==> src/rtl/mul_seq_pkg.sv <==
// Shared types and defaults for the iterative multiplier.
// The state encoding is fixed so the divider can reuse it.
package mul_seq_pkg;

  localparam int MUL_WIDTH = 32;

  typedef enum logic [1:0] {
    S_IDLE = 2'd0,
    S_BUSY = 2'd1,
    S_FIX  = 2'd2,
    S_DONE = 2'd3
  } state_t;

endpackage

==> src/rtl/mul_cneg.sv <==
// Conditional two's-complement negator.
// Shared by the multiplier and the divider.
module mul_cneg #(
  parameter int W = 32
) (
  input  logic [W-1:0] in,
  input  logic         neg,
  output logic [W-1:0] out
);

  assign out = neg ? (~in + W'(1)) : in;

endmodule

==> src/rtl/mul_seq.sv <==
// Iterative shift-add multiplier.
// WIDTH steps plus one sign fix-up cycle.
module mul_seq
  import mul_seq_pkg::*;
#(
  parameter int WIDTH = MUL_WIDTH,
  localparam int CNT_W = $clog2(WIDTH + 1)
) (
  input  logic               clk,
  input  logic               rst_n,
  input  logic               in_valid,
  output logic               in_ready,
  input  logic               is_signed,
  input  logic [WIDTH-1:0]   a,
  input  logic [WIDTH-1:0]   b,
  output logic               out_valid,
  input  logic               out_ready,
  output logic [2*WIDTH-1:0] product,
  output logic               busy
);

  state_t             state;
  state_t             nxt;
  logic [CNT_W-1:0]   cnt;
  logic [WIDTH-1:0]   ma;
  logic [WIDTH-1:0]   hi;
  logic [WIDTH-1:0]   lo;
  logic               neg;
  logic [WIDTH-1:0]   a_mag;
  logic [WIDTH-1:0]   b_mag;
  logic [WIDTH:0]     sum;
  logic [2*WIDTH-1:0] res;
  logic               accept;
  logic               last;

  mul_cneg #(.W(WIDTH)) u_amag (
    .in  (a),
    .neg (is_signed & a[WIDTH-1]),
    .out (a_mag)
  );

  mul_cneg #(.W(WIDTH)) u_bmag (
    .in  (b),
    .neg (is_signed & b[WIDTH-1]),
    .out (b_mag)
  );

  mul_cneg #(.W(2*WIDTH)) u_fix (
    .in  ({hi, lo}),
    .neg (neg),
    .out (res)
  );

  // One extra bit keeps the carry of each partial add.
  assign sum = {1'b0, hi} + (lo[0] ? {1'b0, ma} : '0);
  assign accept = in_valid & in_ready;
  assign last = (cnt == CNT_W'(WIDTH - 1));

  always_comb begin
    nxt       = state;
    in_ready  = 1'b0;
    out_valid = 1'b0;
    busy      = 1'b0;
    unique case (state)
      S_IDLE: begin
        in_ready = 1'b1;
        if (in_valid) nxt = S_BUSY;
      end
      S_BUSY: begin
        busy = 1'b1;
        if (last) nxt = S_FIX;
      end
      S_FIX: begin
        busy = 1'b1;
        nxt  = S_DONE;
      end
      S_DONE: begin
        out_valid = 1'b1;
        if (out_ready) nxt = S_IDLE;
      end
      default: nxt = S_IDLE;
    endcase
  end

  always_ff @(posedge clk) begin
    if (!rst_n) begin
      state   <= S_IDLE;
      cnt     <= '0;
      ma      <= '0;
      hi      <= '0;
      lo      <= '0;
      neg     <= 1'b0;
      product <= '0;
    end else begin
      state <= nxt;
      unique case (state)
        S_IDLE: begin
          if (accept) begin
            ma  <= a_mag;
            lo  <= b_mag;
            hi  <= '0;
            cnt <= '0;
            neg <= is_signed & (a[WIDTH-1] ^ b[WIDTH-1]);
          end
        end
        S_BUSY: begin
          hi  <= sum[WIDTH:1];
          lo  <= {sum[0], lo[WIDTH-1:1]};
          cnt <= cnt + CNT_W'(1);
        end
        S_FIX: product <= res;
        default: ;
      endcase
    end
  end

endmodule
==> config.mk <==
export PLATFORM = sky130hd
export DESIGN_NAME = mul_seq
export DESIGN_NICKNAME = d
export VERILOG_FILES = /design/src/rtl/mul_seq_pkg.sv /design/src/rtl/mul_cneg.sv /design/src/rtl/mul_seq.sv
export SDC_FILE = /design/constraint.sdc
export NUM_CORES = 1
export LEC_CHECK = 0
export ABC_AREA = 1
export ABC_CLOCK_PERIOD_IN_PS = 4000
export BUFFER_PORTS_ARGS = -buffer_cell sky130_fd_sc_hd__clkbuf_2
export CELL_PAD_IN_SITES_DETAIL_PLACEMENT = 0
export CELL_PAD_IN_SITES_GLOBAL_PLACEMENT = 2
export CORE_AREA = 2 2 281 144
export DETAILED_ROUTE_END_ITERATION = 10
export DIE_AREA = 0 0 283 146
export GPL_ROUTABILITY_DRIVEN = 0
export PLACE_DENSITY = 0.9
export SLEW_MARGIN = 10
export SYNTH_ARGS = -nofsm -noshare
export SYNTH_HDL_FRONTEND = slang
export SYNTH_SLANG_ARGS = --single-unit
==> constraint.sdc <==
create_clock -name clk -period 4 [get_ports clk]
set_input_delay 0 -clock clk [delete_from_list [all_inputs] [get_ports clk]]
set_output_delay 0 -clock clk [all_outputs]
set_load 0.005 [all_outputs]
==> results.sh <==
export IMPL_use_met3_pct=3.03
export IMPL_leakagePower_nw=8.00
export IMPL_grt_busiest_layer="met2"
export IMPL_pin_count_of_the_biggest_net_entering_global_routing=63
export IMPL_worst_path_max_fanout=39
export IMPL_status="finished clean"
export IMPL_cts_sinks=169
export IMPL_h_tree_depth=4
export IMPL_final_setup_skew_ps=16.7
export IMPL_layout_area_seq_um2=3380
export IMPL_hold_path_startpoint="b[16]"
export IMPL_cp_data_arrival_time_ps=3590
export IMPL_globalRouteTotalUtil_pct=22.2
export IMPL_worst_pin_slew_ps=1010
export IMPL_cap_viol_max_count=0
export IMPL_wl_um=46200
export IMPL_max_clock_freq_mhz=313
export IMPL_ioPinCount=136
export IMPL_worst_hold_slack_ps=13.7
export IMPL_drc=0
export IMPL_final_fill_count=4339
export IMPL_worst_r2r_startpoint="state[0]"
export IMPL_rsz_0062_raised_after_global_routing="false"
export IMPL_die_area_um2=41300
export IMPL_first_pass_grt_wire_length_um=72400
export IMPL_worst_setup_path_startpoint="state[0]"
export IMPL_share_of_the_synthesized_area_in_the_top_cell_type_pct=25.8
export IMPL_first_global_vias=13200
export IMPL_ys_async_sr_fraction_pct=0
export IMPL_drtPass1Iterations=6
export IMPL_worst_skew_pair_late_latency_ps=460
export IMPL_endpoint_required_time_on_the_critical_path_ps=4400
export IMPL_fin_area_um2=15500
export IMPL_worst_ir_drop_vdd_mv=0.321
export IMPL_vias_per_cell=4.76
export IMPL_avgSynthCellArea_um2=5.72
export IMPL_power_total_w=0.00889
export IMPL_antenna_diode_count=0
export IMPL_crit_type="flop to flop"
export IMPL_detailedRoute_firstIterationViolations=983
export IMPL_power_density_nw_per_um2=575
export IMPL_synthesis_nets=2406
export IMPL_core_region_area_um2=38600
export IMPL_placed_cell_area_um2=14300
export IMPL_worst_hold_path_type="primary input to flop"
export IMPL_use_met2_pct=35.0
export IMPL_critPathCaptureType="flop"
export IMPL_slew_headroom_pct=32.4
export IMPL_antenna_violating_nets_post_route=0
export IMPL_layout_drive_gt1_share_pct=9.87
export IMPL_post_cts_buffers=0
export IMPL_nets=2550
export IMPL_synth_cell_area_um2=13100
export IMPL_synth_seq_cells=169
export IMPL_final_min_clock_period_ps=3190
export IMPL_netlist_instances=2296
export IMPL_synthFlopType="sky130_fd_sc_hd__dfxtp_1"
export IMPL_ys_warn_count=0
export IMPL_placement_rows=51
export IMPL_die_h_um=146
export IMPL_timing_max_transition_violations_final=0
export IMPL_clkTransAtPathRegs_ps=70
export IMPL_layout_area_overhead_vs_synth_pct=17.8
export IMPL_synth_largest_area_cell="sky130_fd_sc_hd__dfxtp_1"
export IMPL_r2r_slack_ps=810
export IMPL_detailedPlacementHpwl_um=35900
export IMPL_synth_seq_area_share_pct=25.8
export IMPL_setup_tns_ps=0
export IMPL_fin_util_pct=40.1
export IMPL_antenna_found_initial=0
export IMPL_portBuffers=135
export IMPL_post_synth_num_cell_types=46
export IMPL_cts_tree="built"
export IMPL_overflow=0
export IMPL_cts_max_path_buffers=2
export IMPL_ys_top_cells_by_area="sky130_fd_sc_hd__dfxtp_1 26%, sky130_fd_sc_hd__nand2_1 20%, sky130_fd_sc_hd__nor2_1 9.5%"
export IMPL_post_route_period_util_pct=79.8
export IMPL_detailroute_via_count=14200
export IMPL_die_x_um=283
export IMPL_startpoint_type="flop"
export IMPL_cts_buffers_inserted=17
export IMPL_initial_core_util_pct=34.0
export IMPL_routed_wire_length_per_instance_um=15.5
export IMPL_combined_area_of_the_multi_input_logic_cells_um2=8180
export IMPL_ctsRootBufferMaster="sky130_fd_sc_hd__clkbuf_16"
export IMPL_grtUsageMet1_pct=31.9
export IMPL_setup_violations_final=0
export IMPL_report_final_hold_viol_count=0
export IMPL_synth_enable_flop_cells=0
-- placed cells by master, fill, tap and decap left out, drive strengths merged --
cell / n
nand2: 701
nor2: 357
inv: 332
nand3: 174
dfxtp: 169
a21oi: 166
clkbuf: 155
o21ai: 116
dlygate4sd3: 53
xor2: 46
ha: 40
nand4: 20
o211ai: 20
buf: 15
xnor2: 11
nor3: 11
or2: 11
nand3b: 9
o221ai: 9
a21o: 5
bufinv: 5
clkinv: 5
a31oi: 4
and2: 3
clkinvlp: 3
a211oi: 2
nor4: 2
o21bai: 2
o21a: 1
a22oi: 1
o22ai: 1
a221oi: 1
a31o: 1
o31ai: 1
fa: 1
-- Yosys cell counts (10+ instances only) --
master and n:
sky130_fd_sc_hd__a21oi_1 165, sky130_fd_sc_hd__buf_1 10, sky130_fd_sc_hd__buf_2 20, sky130_fd_sc_hd__clkbuf_1 46
sky130_fd_sc_hd__dfxtp_1 169, sky130_fd_sc_hd__ha_1 40, sky130_fd_sc_hd__inv_1 325, sky130_fd_sc_hd__nand2_1 693
sky130_fd_sc_hd__nand3_1 172, sky130_fd_sc_hd__nand4_1 20, sky130_fd_sc_hd__nor2_1 331, sky130_fd_sc_hd__nor2_2 16
sky130_fd_sc_hd__nor3_1 11, sky130_fd_sc_hd__o211ai_1 20, sky130_fd_sc_hd__o21ai_0 105, sky130_fd_sc_hd__xnor2_1 11
sky130_fd_sc_hd__xor2_1 46
-- worst max-delay path, cell delays in order (launching register included) --
cell and delay [ps]:
sky130_fd_sc_hd__dfxtp_1 330, sky130_fd_sc_hd__inv_1 140, sky130_fd_sc_hd__ha_1 290, sky130_fd_sc_hd__nand2_2 290, sky130_fd_sc_hd__inv_1 840, sky130_fd_sc_hd__buf_4 390
sky130_fd_sc_hd__o21ai_0 110, sky130_fd_sc_hd__a21oi_1 150, sky130_fd_sc_hd__dlygate4sd3_1 560
-- sequential cells by signal (all words and copies together) (netlist names) --
register and cells:
cnt 6, lo 32, hi 32, ma 32, product 64, state 2
neg 1
-- what timing repair did --
action                    CTS  global route
hold endpoints to repair   51             0
gates resized for setup     0             0
hold buffers               53             0
-- area by class of cell --
type / instances / area share [%]
inverter: 333 / 8.09
clock inverter: 12 / 1.27
timing repair buffer: 203 / 8.61
multi-input combinational: 1716 / 52.9
clock buffer: 20 / 2.95
tap: 530 / 4.29
sequential: 169 / 21.9
-- path summary, 6_finish.rpt --
kind | endpoint | depth (start not counted)
hold reg to reg | product[18] | 2
setup reg to reg | ma[31] | 8
setup / recovery | ma[31] | 8
hold / removal | lo[16] | 4
-- report_power, final --
group	internal (W)	switching, W	total, W	leakage [nW]
Clock	0.00114	0.000727	0.00186	0.312
Combinational	0.00145	0.00303	0.00448	6.31
Sequential	0.00213	0.000420	0.00255	1.38
-- layer usage --
layer	up-vias	wire length [um]
li1	7502	-
met1	6377	23700
met2	283	20000
met3	31	1960
met4	0	576
met5	-	0
-- per-stage QoR --
stage	worst slack, ps	std cells
3_3_place_gp	1350	2898
5_1_grt	502	2983
6_report	807	2983
2_1_floorplan	1930	2296
4_1_cts	820	2983
3_5_place_dp	1350	2898
-- logic make-up (layout without fill, tap and decap cells) --
group | after synthesis | after routing | share of synthesized area, %
xor gates and xnor gates | 57 | 57 | 3.80
and+or+nand+nor | 1288 | 1288 | 40.8
buffers and inverters | 411 | 568 | 12.0
DFF | 169 | 169 | 25.8
adders and majority gates | 41 | 41 | 3.96
AOI/OAI and AO/OA | 330 | 330 | 13.7
Note: power is estimated with default switching activity, not from simulation.
